[src/rtl/fpu_exp_adjust_pipe_if.sv]
// Bus interface for the exponent-adjust pipeline: upstream beat fields,
// downstream result fields, valid/ready handshakes and sticky controls.
interface fpu_exp_adjust_pipe_if #(
  parameter int SIZE_EXP  = 8,
  parameter int SIZE_LOPD = 8,
  parameter int SIZE_TAG  = 1
);
  logic                 i_valid;
  logic                 o_ready;
  logic                 i_overflow;
  logic                 i_underflow;
  logic                 i_zero_flag;
  logic [SIZE_LOPD-1:0] i_lopd_value;
  logic [SIZE_EXP-1:0]  i_exp_value;
  logic [SIZE_TAG-1:0]  i_tag;
  logic                 i_clr_sticky;
  logic                 o_valid;
  logic                 i_ready;
  logic [SIZE_EXP-1:0]  o_exp_result;
  logic [SIZE_TAG-1:0]  o_tag;
  logic                 o_exp_ovf;
  logic                 o_exp_unf;
  logic                 o_sticky_ovf;
  logic                 o_sticky_unf;

  // The pipeline itself sees the bus from this side
  modport slave (
    input  i_valid, i_overflow, i_underflow, i_zero_flag, i_lopd_value,
           i_exp_value, i_tag, i_clr_sticky, i_ready,
    output o_ready, o_valid, o_exp_result, o_tag, o_exp_ovf, o_exp_unf,
           o_sticky_ovf, o_sticky_unf
  );

  // Whoever feeds and drains the pipeline sees it from this side
  modport master (
    output i_valid, i_overflow, i_underflow, i_zero_flag, i_lopd_value,
           i_exp_value, i_tag, i_clr_sticky, i_ready,
    input  o_ready, o_valid, o_exp_result, o_tag, o_exp_ovf, o_exp_unf,
           o_sticky_ovf, o_sticky_unf
  );
endinterface

[src/rtl/fpu_exp_adjust_pipe.sv]
// Two-stage exponent adjuster between the LOPD/normaliser and the packer.
// S1 forms the signed adjusted exponent, S2 range-limits it (saturate high,
// flush low) and raises per-beat flags; sticky flags accumulate what the
// downstream actually consumed.
module fpu_exp_adjust_pipe #(
  parameter int SIZE_EXP  = 8,
  parameter int SIZE_LOPD = 8,
  parameter int SIZE_TAG  = 1
) (
  input  logic                   i_clk,
  input  logic                   i_rst,
  fpu_exp_adjust_pipe_if.slave   bus
);
  // Two guard bits: one for the +1 carry, one for the sign of exp - lopd
  localparam int W = ((SIZE_EXP > SIZE_LOPD) ? SIZE_EXP : SIZE_LOPD) + 2;
  localparam logic [W-1:0] MAX_W = {{(W-SIZE_EXP){1'b0}}, {SIZE_EXP{1'b1}}};

  logic                r_s1Valid;
  logic [W-1:0]        r_s1Exp;
  logic                r_s1Zero;
  logic [SIZE_TAG-1:0] r_s1Tag;

  logic                r_s2Valid;
  logic [SIZE_EXP-1:0] r_s2Result;
  logic [SIZE_TAG-1:0] r_s2Tag;
  logic                r_s2Ovf;
  logic                r_s2Unf;

  logic                r_stickyOvf;
  logic                r_stickyUnf;

  logic [W-1:0]        w_expExt;
  logic [W-1:0]        w_lopdExt;
  logic [W-1:0]        w_s1Next;
  logic                w_s2Load;
  logic                w_s1Load;
  logic                w_accept;
  logic                w_outFire;
  logic                w_isNeg;
  logic                w_geMax;
  logic                w_le0;
  logic [SIZE_EXP-1:0] w_result;
  logic                w_ovf;
  logic                w_unf;

  assign w_expExt  = {{(W-SIZE_EXP){1'b0}}, bus.i_exp_value};
  assign w_lopdExt = {{(W-SIZE_LOPD){1'b0}}, bus.i_lopd_value};

  // A stage may load when empty or when its content leaves this cycle;
  // o_ready is therefore just "S1 may load", giving full throughput.
  assign w_s2Load  = ~r_s2Valid | bus.i_ready;
  assign w_s1Load  = ~r_s1Valid | w_s2Load;
  assign w_accept  = bus.i_valid & w_s1Load;
  assign w_outFire = r_s2Valid & bus.i_ready;

  assign bus.o_ready      = w_s1Load;
  assign bus.o_valid      = r_s2Valid;
  assign bus.o_exp_result = r_s2Result;
  assign bus.o_tag        = r_s2Tag;
  assign bus.o_exp_ovf    = r_s2Ovf;
  assign bus.o_exp_unf    = r_s2Unf;
  assign bus.o_sticky_ovf = r_stickyOvf;
  assign bus.o_sticky_unf = r_stickyUnf;

  // S1 exponent adjustment: carry-out beats normalised beats beats LOPD shift
  always_comb begin
    w_s1Next = w_expExt - w_lopdExt;
    if (bus.i_overflow) begin
      w_s1Next = w_expExt + W'(1);
    end else if (bus.i_underflow) begin
      w_s1Next = w_expExt;
    end
  end

  // Range tests done on the sign bit and an unsigned compare of the
  // non-negative range, so no signed arithmetic semantics are involved
  assign w_isNeg = r_s1Exp[W-1];
  assign w_geMax = ~w_isNeg & (r_s1Exp >= MAX_W);
  assign w_le0   = w_isNeg | (r_s1Exp == '0);

  // S2 classification: a zero mantissa overrides any range condition
  always_comb begin
    w_result = '0;
    w_ovf    = 1'b0;
    w_unf    = 1'b0;
    if (r_s1Zero) begin
      w_result = '0;
    end else if (w_geMax) begin
      w_result = '1;
      w_ovf    = 1'b1;
    end else if (w_le0) begin
      w_unf    = 1'b1;
    end else begin
      w_result = r_s1Exp[SIZE_EXP-1:0];
    end
  end

  // S1 register: capture the adjusted exponent and sideband of accepted beats
  always_ff @(posedge i_clk or posedge i_rst) begin
    if (i_rst) begin
      r_s1Valid <= 1'b0;
      r_s1Exp   <= '0;
      r_s1Zero  <= 1'b0;
      r_s1Tag   <= '0;
    end else if (w_s1Load) begin
      r_s1Valid <= bus.i_valid;
      if (bus.i_valid) begin
        r_s1Exp  <= w_s1Next;
        r_s1Zero <= bus.i_zero_flag;
        r_s1Tag  <= bus.i_tag;
      end
    end
  end

  // S2 register: the output stage, held stable while the downstream stalls
  always_ff @(posedge i_clk or posedge i_rst) begin
    if (i_rst) begin
      r_s2Valid  <= 1'b0;
      r_s2Result <= '0;
      r_s2Tag    <= '0;
      r_s2Ovf    <= 1'b0;
      r_s2Unf    <= 1'b0;
    end else if (w_s2Load) begin
      r_s2Valid <= r_s1Valid;
      if (r_s1Valid) begin
        r_s2Result <= w_result;
        r_s2Tag    <= r_s1Tag;
        r_s2Ovf    <= w_ovf;
        r_s2Unf    <= w_unf;
      end
    end
  end

  // Sticky flags record consumed exceptions; a set in the same cycle as a clear wins
  always_ff @(posedge i_clk or posedge i_rst) begin
    if (i_rst) begin
      r_stickyOvf <= 1'b0;
      r_stickyUnf <= 1'b0;
    end else begin
      if (w_outFire & r_s2Ovf) begin
        r_stickyOvf <= 1'b1;
      end else if (bus.i_clr_sticky) begin
        r_stickyOvf <= 1'b0;
      end
      if (w_outFire & r_s2Unf) begin
        r_stickyUnf <= 1'b1;
      end else if (bus.i_clr_sticky) begin
        r_stickyUnf <= 1'b0;
      end
    end
  end

endmodule

[src/flat_wrapper.sv]
// flat-port wrapper written by rule: the top's interface ports become plain ports
module fpu_exp_adjust_pipe_flat 
#(
  parameter int SIZE_EXP  = 8,
  parameter int SIZE_LOPD = 8,
  parameter int SIZE_TAG  = 1
)
  (i_clk, i_rst, bus_i_valid, bus_i_overflow, bus_i_underflow, bus_i_zero_flag, bus_i_lopd_value, bus_i_exp_value, bus_i_tag, bus_i_clr_sticky, bus_i_ready, bus_o_ready, bus_o_valid, bus_o_exp_result, bus_o_tag, bus_o_exp_ovf, bus_o_exp_unf, bus_o_sticky_ovf, bus_o_sticky_unf);
  fpu_exp_adjust_pipe_if #(.SIZE_EXP(SIZE_EXP), .SIZE_LOPD(SIZE_LOPD), .SIZE_TAG(SIZE_TAG)) bus_i ();
  input  logic i_clk;
  input  logic i_rst;
  input wire logic [$bits(bus_i.i_valid)-1:0] bus_i_valid;
  input wire logic [$bits(bus_i.i_overflow)-1:0] bus_i_overflow;
  input wire logic [$bits(bus_i.i_underflow)-1:0] bus_i_underflow;
  input wire logic [$bits(bus_i.i_zero_flag)-1:0] bus_i_zero_flag;
  input wire logic [$bits(bus_i.i_lopd_value)-1:0] bus_i_lopd_value;
  input wire logic [$bits(bus_i.i_exp_value)-1:0] bus_i_exp_value;
  input wire logic [$bits(bus_i.i_tag)-1:0] bus_i_tag;
  input wire logic [$bits(bus_i.i_clr_sticky)-1:0] bus_i_clr_sticky;
  input wire logic [$bits(bus_i.i_ready)-1:0] bus_i_ready;
  output wire logic [$bits(bus_i.o_ready)-1:0] bus_o_ready;
  output wire logic [$bits(bus_i.o_valid)-1:0] bus_o_valid;
  output wire logic [$bits(bus_i.o_exp_result)-1:0] bus_o_exp_result;
  output wire logic [$bits(bus_i.o_tag)-1:0] bus_o_tag;
  output wire logic [$bits(bus_i.o_exp_ovf)-1:0] bus_o_exp_ovf;
  output wire logic [$bits(bus_i.o_exp_unf)-1:0] bus_o_exp_unf;
  output wire logic [$bits(bus_i.o_sticky_ovf)-1:0] bus_o_sticky_ovf;
  output wire logic [$bits(bus_i.o_sticky_unf)-1:0] bus_o_sticky_unf;
  assign bus_i.i_valid = bus_i_valid;
  assign bus_i.i_overflow = bus_i_overflow;
  assign bus_i.i_underflow = bus_i_underflow;
  assign bus_i.i_zero_flag = bus_i_zero_flag;
  assign bus_i.i_lopd_value = bus_i_lopd_value;
  assign bus_i.i_exp_value = bus_i_exp_value;
  assign bus_i.i_tag = bus_i_tag;
  assign bus_i.i_clr_sticky = bus_i_clr_sticky;
  assign bus_i.i_ready = bus_i_ready;
  assign bus_o_ready = bus_i.o_ready;
  assign bus_o_valid = bus_i.o_valid;
  assign bus_o_exp_result = bus_i.o_exp_result;
  assign bus_o_tag = bus_i.o_tag;
  assign bus_o_exp_ovf = bus_i.o_exp_ovf;
  assign bus_o_exp_unf = bus_i.o_exp_unf;
  assign bus_o_sticky_ovf = bus_i.o_sticky_ovf;
  assign bus_o_sticky_unf = bus_i.o_sticky_unf;
  fpu_exp_adjust_pipe #(.SIZE_EXP(SIZE_EXP), .SIZE_LOPD(SIZE_LOPD), .SIZE_TAG(SIZE_TAG)) u_core (.i_clk(i_clk), .i_rst(i_rst), .bus(bus_i));
endmodule
[config.mk]
export PLATFORM = sky130hd
export DESIGN_NAME = fpu_exp_adjust_pipe_flat
export DESIGN_NICKNAME = d
export VERILOG_FILES = /design/src/rtl/fpu_exp_adjust_pipe_if.sv /design/src/rtl/fpu_exp_adjust_pipe.sv /design/src/flat_wrapper.sv
export SDC_FILE = /design/constraint.sdc
export NUM_CORES = 1
export LEC_CHECK = 0
export CAP_MARGIN = 5
export CORE_MARGIN = 2
export CORE_UTILIZATION = 30
export CTS_CLUSTER_SIZE = 14
export DETAILED_ROUTE_END_ITERATION = 16
export HOLD_SLACK_MARGIN = 0.08
export SETUP_SLACK_MARGIN = 0.05
export SYNTH_ARGS = -nofsm -noshare
export SYNTH_HDL_FRONTEND = slang
export SYNTH_SLANG_ARGS = --single-unit
[constraint.sdc]
create_clock -name i_clk -period 3.7 [get_ports i_clk]
set_input_delay 0.74 -clock i_clk [delete_from_list [all_inputs] [get_ports i_clk]]
set_output_delay 0.74 -clock i_clk [all_outputs]
set_load 0.03 [all_outputs]
==> run_results.csv <==
group,metric,value,unit
status,status,"finished, final reports clean",
setup_path,crit_family,"buffers and inverters",
synth,ys_types,53,
global_routing,grt_pass1_wl,5.989,mm
global_routing,grt_pass1_vias,1292,
cts,clk_latency,260,ps
floorplanning,coreArea,0.005574,sq mm
timing,setup_viol,0,
setup_path,cp.required,2960,ps
setup_path,worst_path_max_delay_cell,"clkdlybuf4s50_1",
synth,synth_seq_cells,27,
synth,synthMuxAreaShare,3.661,%
setup_path,critical_path_buf_inv_count,2,
placement,gp_congestion,0.7638,
synth,synth-simple-area-share,24.55,%
synth,synthAdderAreaFrac,7.609,%
timing,relSlewSlack,35.07,%
routing,drt_iter0_markers,74,
cts,postCtsHoldBufs,0,
flow_run,maxCapViolations,0,
timing,fmax,349.8,MHz
synth,async_flop_share,100.0,%
cts,cts_made_buffers,3,
floorplanning,placementRows,27,
routing,vias_per_cell,4.866,
placement,hpwl,2.938,mm
global_routing,antenna_found_initial,0,
timing,finalCriticalPeriod,2859,ps
synth,synth_compound_area_share,19.96,%
cts,post_cts_buffers,0,
timing,finalCritPeriodShare,77.26,%
synth,ys_seq_area_share,38.77,%
global_routing,grtUsageTotal,11.61,%
power,p_seq_share,44.8,%
setup_path,r2r_cells,5,
timing,setup_tns,0,ps
floorplanning,io_pins,40,
timing,hold_violations,0,
power,p_leak,0.9392,nW
cts,cts_root_buf,"clkbuf_8",
finish,area_delta_synth_final,29.00,%
floorplanning,die-area,0.006435,sq mm
floorplanning,die_h,80.22,um
synth,syn_inst,181,
finish,final_nets,256,
cts,cts_tree,"yes",
global_routing,grt.overflow.total,0,
setup_path,crit_path_max_incr_delay,680,ps
power,combinationalPowerShare,37.0,%
min_path,min_to,"u_core.r_s1Tag",
power,switching_share,34.36,%
setup_path,reg2reg_from,"u_core.bus.o_valid",
global_routing,grt_max_degree,28,
synth,synth_edf_count,0,
cts,cts_resized,0,
power,clkPwrFrac,18.2,%
floorplanning,start_util,31.27,%
finish,layout_common_cells,"clkdlybuf4s50_1, dfrtp_1, nand2_1",
synth,synth_area_per_cell,9.629,sq um
power,p_int,0.5790,mW
min_path,hold_depth,2,
setup_path,r2r_end,"u_core.r_s1Exp[7]",
cts,clkSlewWorstSetupHoldPaths,90,ps
timing,rsz0062_at_grt,"no",
finish,drive_gt1_share,7.727,%
floorplanning,die_w,80.22,um
routing,ant_nets,0,
synth,synthXorXnorAreaFrac,1.508,%
setup_path,cp.arrival,2120,ps
synth,syn-num-nets,216,
cts,clock_path_buffers,2,
setup_path,r2r_slack,2000,ps
cts,cts_sinks,27,
routing,drc,0,
power,netSwitchingPower,0.3031,mW
routing,num_vias,1421,
setup_path,path_class,"in2out",
setup_path,cp-end-kind,"primary output",
finish,fillCellCount,577,
synth,synth_ff_type,"dfrtp_1",
power,vdd_drop_max,211.7,uV
synth,synth_area,0.001743,sq mm
setup_path,path_cells,"clkdlybuf4s50_1 -> nand3b_2 -> clkdlybuf4s50_1",
finish,n_antenna_cell,0,
min_path,hold_path_startpoint,"u_core.r_s1Tag",
timing,hold_slack,497.2,ps
timing,maxSlewViolCount,0,
placement,port_buffers,39,
cts,htreeDepth,1,
setup_path,path_max_fanout,4,
setup_path,crit_top_cell,"clkdlybuf4s50_1",
routing,first_pass_iters,4,
power,p_per_area,392.3,mW/mm^2
routing,drt-wirelength-per-cell,12.40,um
routing,wl,3.621,mm
setup_path,worstSetupStartpointType,"input port",
timing,skew,5.336,ps
min_path,worstHoldPathType,"reg2reg",
finish,final_common_cell,"clkdlybuf4s50_1",
synth,synth_top_family_by_area,"simple AND/OR/NAND/NOR gates",
timing,tightest_slew,972.9,ps
synth,yosysWarnings,0,
[cells in the mapped netlist, drive strengths merged (2+ instances only)]
master | count | share of area [%]
nand4 | 4 | 2.3
mux2i | 3 | 1.7
nor4 | 4 | 4.0
mux2 | 3 | 1.9
o21ai | 12 | 3.4
nor3 | 4 | 1.4
a21oi | 10 | 3.1
a211oi | 3 | 1.3
dfrtp | 27 | 39
a21o | 3 | 1.3
and3 | 3 | 1.7
a221o | 8 | 4.6
xnor2 | 2 | 1.0
inv | 12 | 2.6
nor2 | 10 | 2.3
nand2b | 7 | 2.5
nand3b | 3 | 1.5
ha | 9 | 6.5
a31oi | 2 | 0.72
buf | 2 | 0.72
nand3 | 6 | 1.7
nand2 | 23 | 5.1
clkbuf | 2 | 0.43
[cells by family (layout without fill, tap and decap cells)]
family                     after synthesis  in the layout
and+or+nand+nor                         69             69
buffers and inverters                   17             56
AOI/OAI and AO/OA                       49             49
xor gates and xnor gates                 3              3
adders and majority gates               10             10
DFF                                     27             27
muxes                                    6              6
[worst reg2reg max path, cell delays in order (launching register included)]
cell and delay [ps]:
dfrtp_1 440, nand3b_2 140, and2_1 390, o221ai_1 190, o32ai_1 310, a21oi_1 110
[per-layer routing]
layer,track usage [%],part of all wire (%)
met5,0,0
met4,3.051,0.69
met3,1.348,2.8
met2,19.92,48
met1,15.43,48
[power by group through the flow]
stage	combinational, mW	clock (mW)	sequential (mW)
2_1_floorplan	0.143	0	0.457
3_3_place_gp	0.328	0	0.401
3_5_place_dp	0.329	0	0.403
4_1_cts	0.330	0.165	0.397
5_1_grt	0.358	0.178	0.402
6_report	0.326	0.160	0.395
[worst max-delay path by stage]
stage                       start                end  depth (start not counted)
3_3_place_gp   bus_i_exp_value[0]  u_core.r_s1Exp[6]                          9
3_5_place_dp   bus_i_exp_value[0]  u_core.r_s1Exp[6]                          9
6_report              bus_i_ready        bus_o_ready                          3
4_1_cts               bus_i_ready        bus_o_ready                          3
2_1_floorplan  bus_i_exp_value[0]  u_core.r_s1Exp[6]                          8
5_1_grt        bus_i_exp_value[0]  u_core.r_s1Exp[6]                          9
[flip-flops by register name, summed over array words and instances (netlist names)]
register,count
u_core.bus.o_exp_result,8
u_core.bus.o_exp_ovf,1
u_core.r_s1Exp,10
u_core.bus.o_sticky_unf,1
u_core.r_s1Tag,1
u_core.bus.o_tag,1
u_core.bus.o_exp_unf,1
u_core.bus.o_valid,1
u_core.r_s1Zero,1
u_core.r_s1Valid,1
u_core.bus.o_sticky_ovf,1
[stage by stage]
stage	util (%)	cells	setup slack (ps)	power [mW]	instance area [sq um]
floorplan	-	181	1325	0.6002	1743
global placement	39.53	288	657.5	0.7292	2203
detailed placement	39.53	288	599.0	0.7321	2203
CTS	40.34	292	831.6	0.8924	2248
global route	40.34	292	718.1	0.9389	2248
finish	40.34	292	841.3	0.8821	2248
[final cells by class]
type	count	area (sq um)	area share [%]
inverter	13	48.80	2.170
timing repair buffer	39	390.4	17.36
sequential	27	675.6	30.05
multi-input combinational	137	998.5	44.41
tap	72	90.09	4.007
clock buffer	4	45.04	2.003
Note: power is estimated with default switching activity, not from simulation.
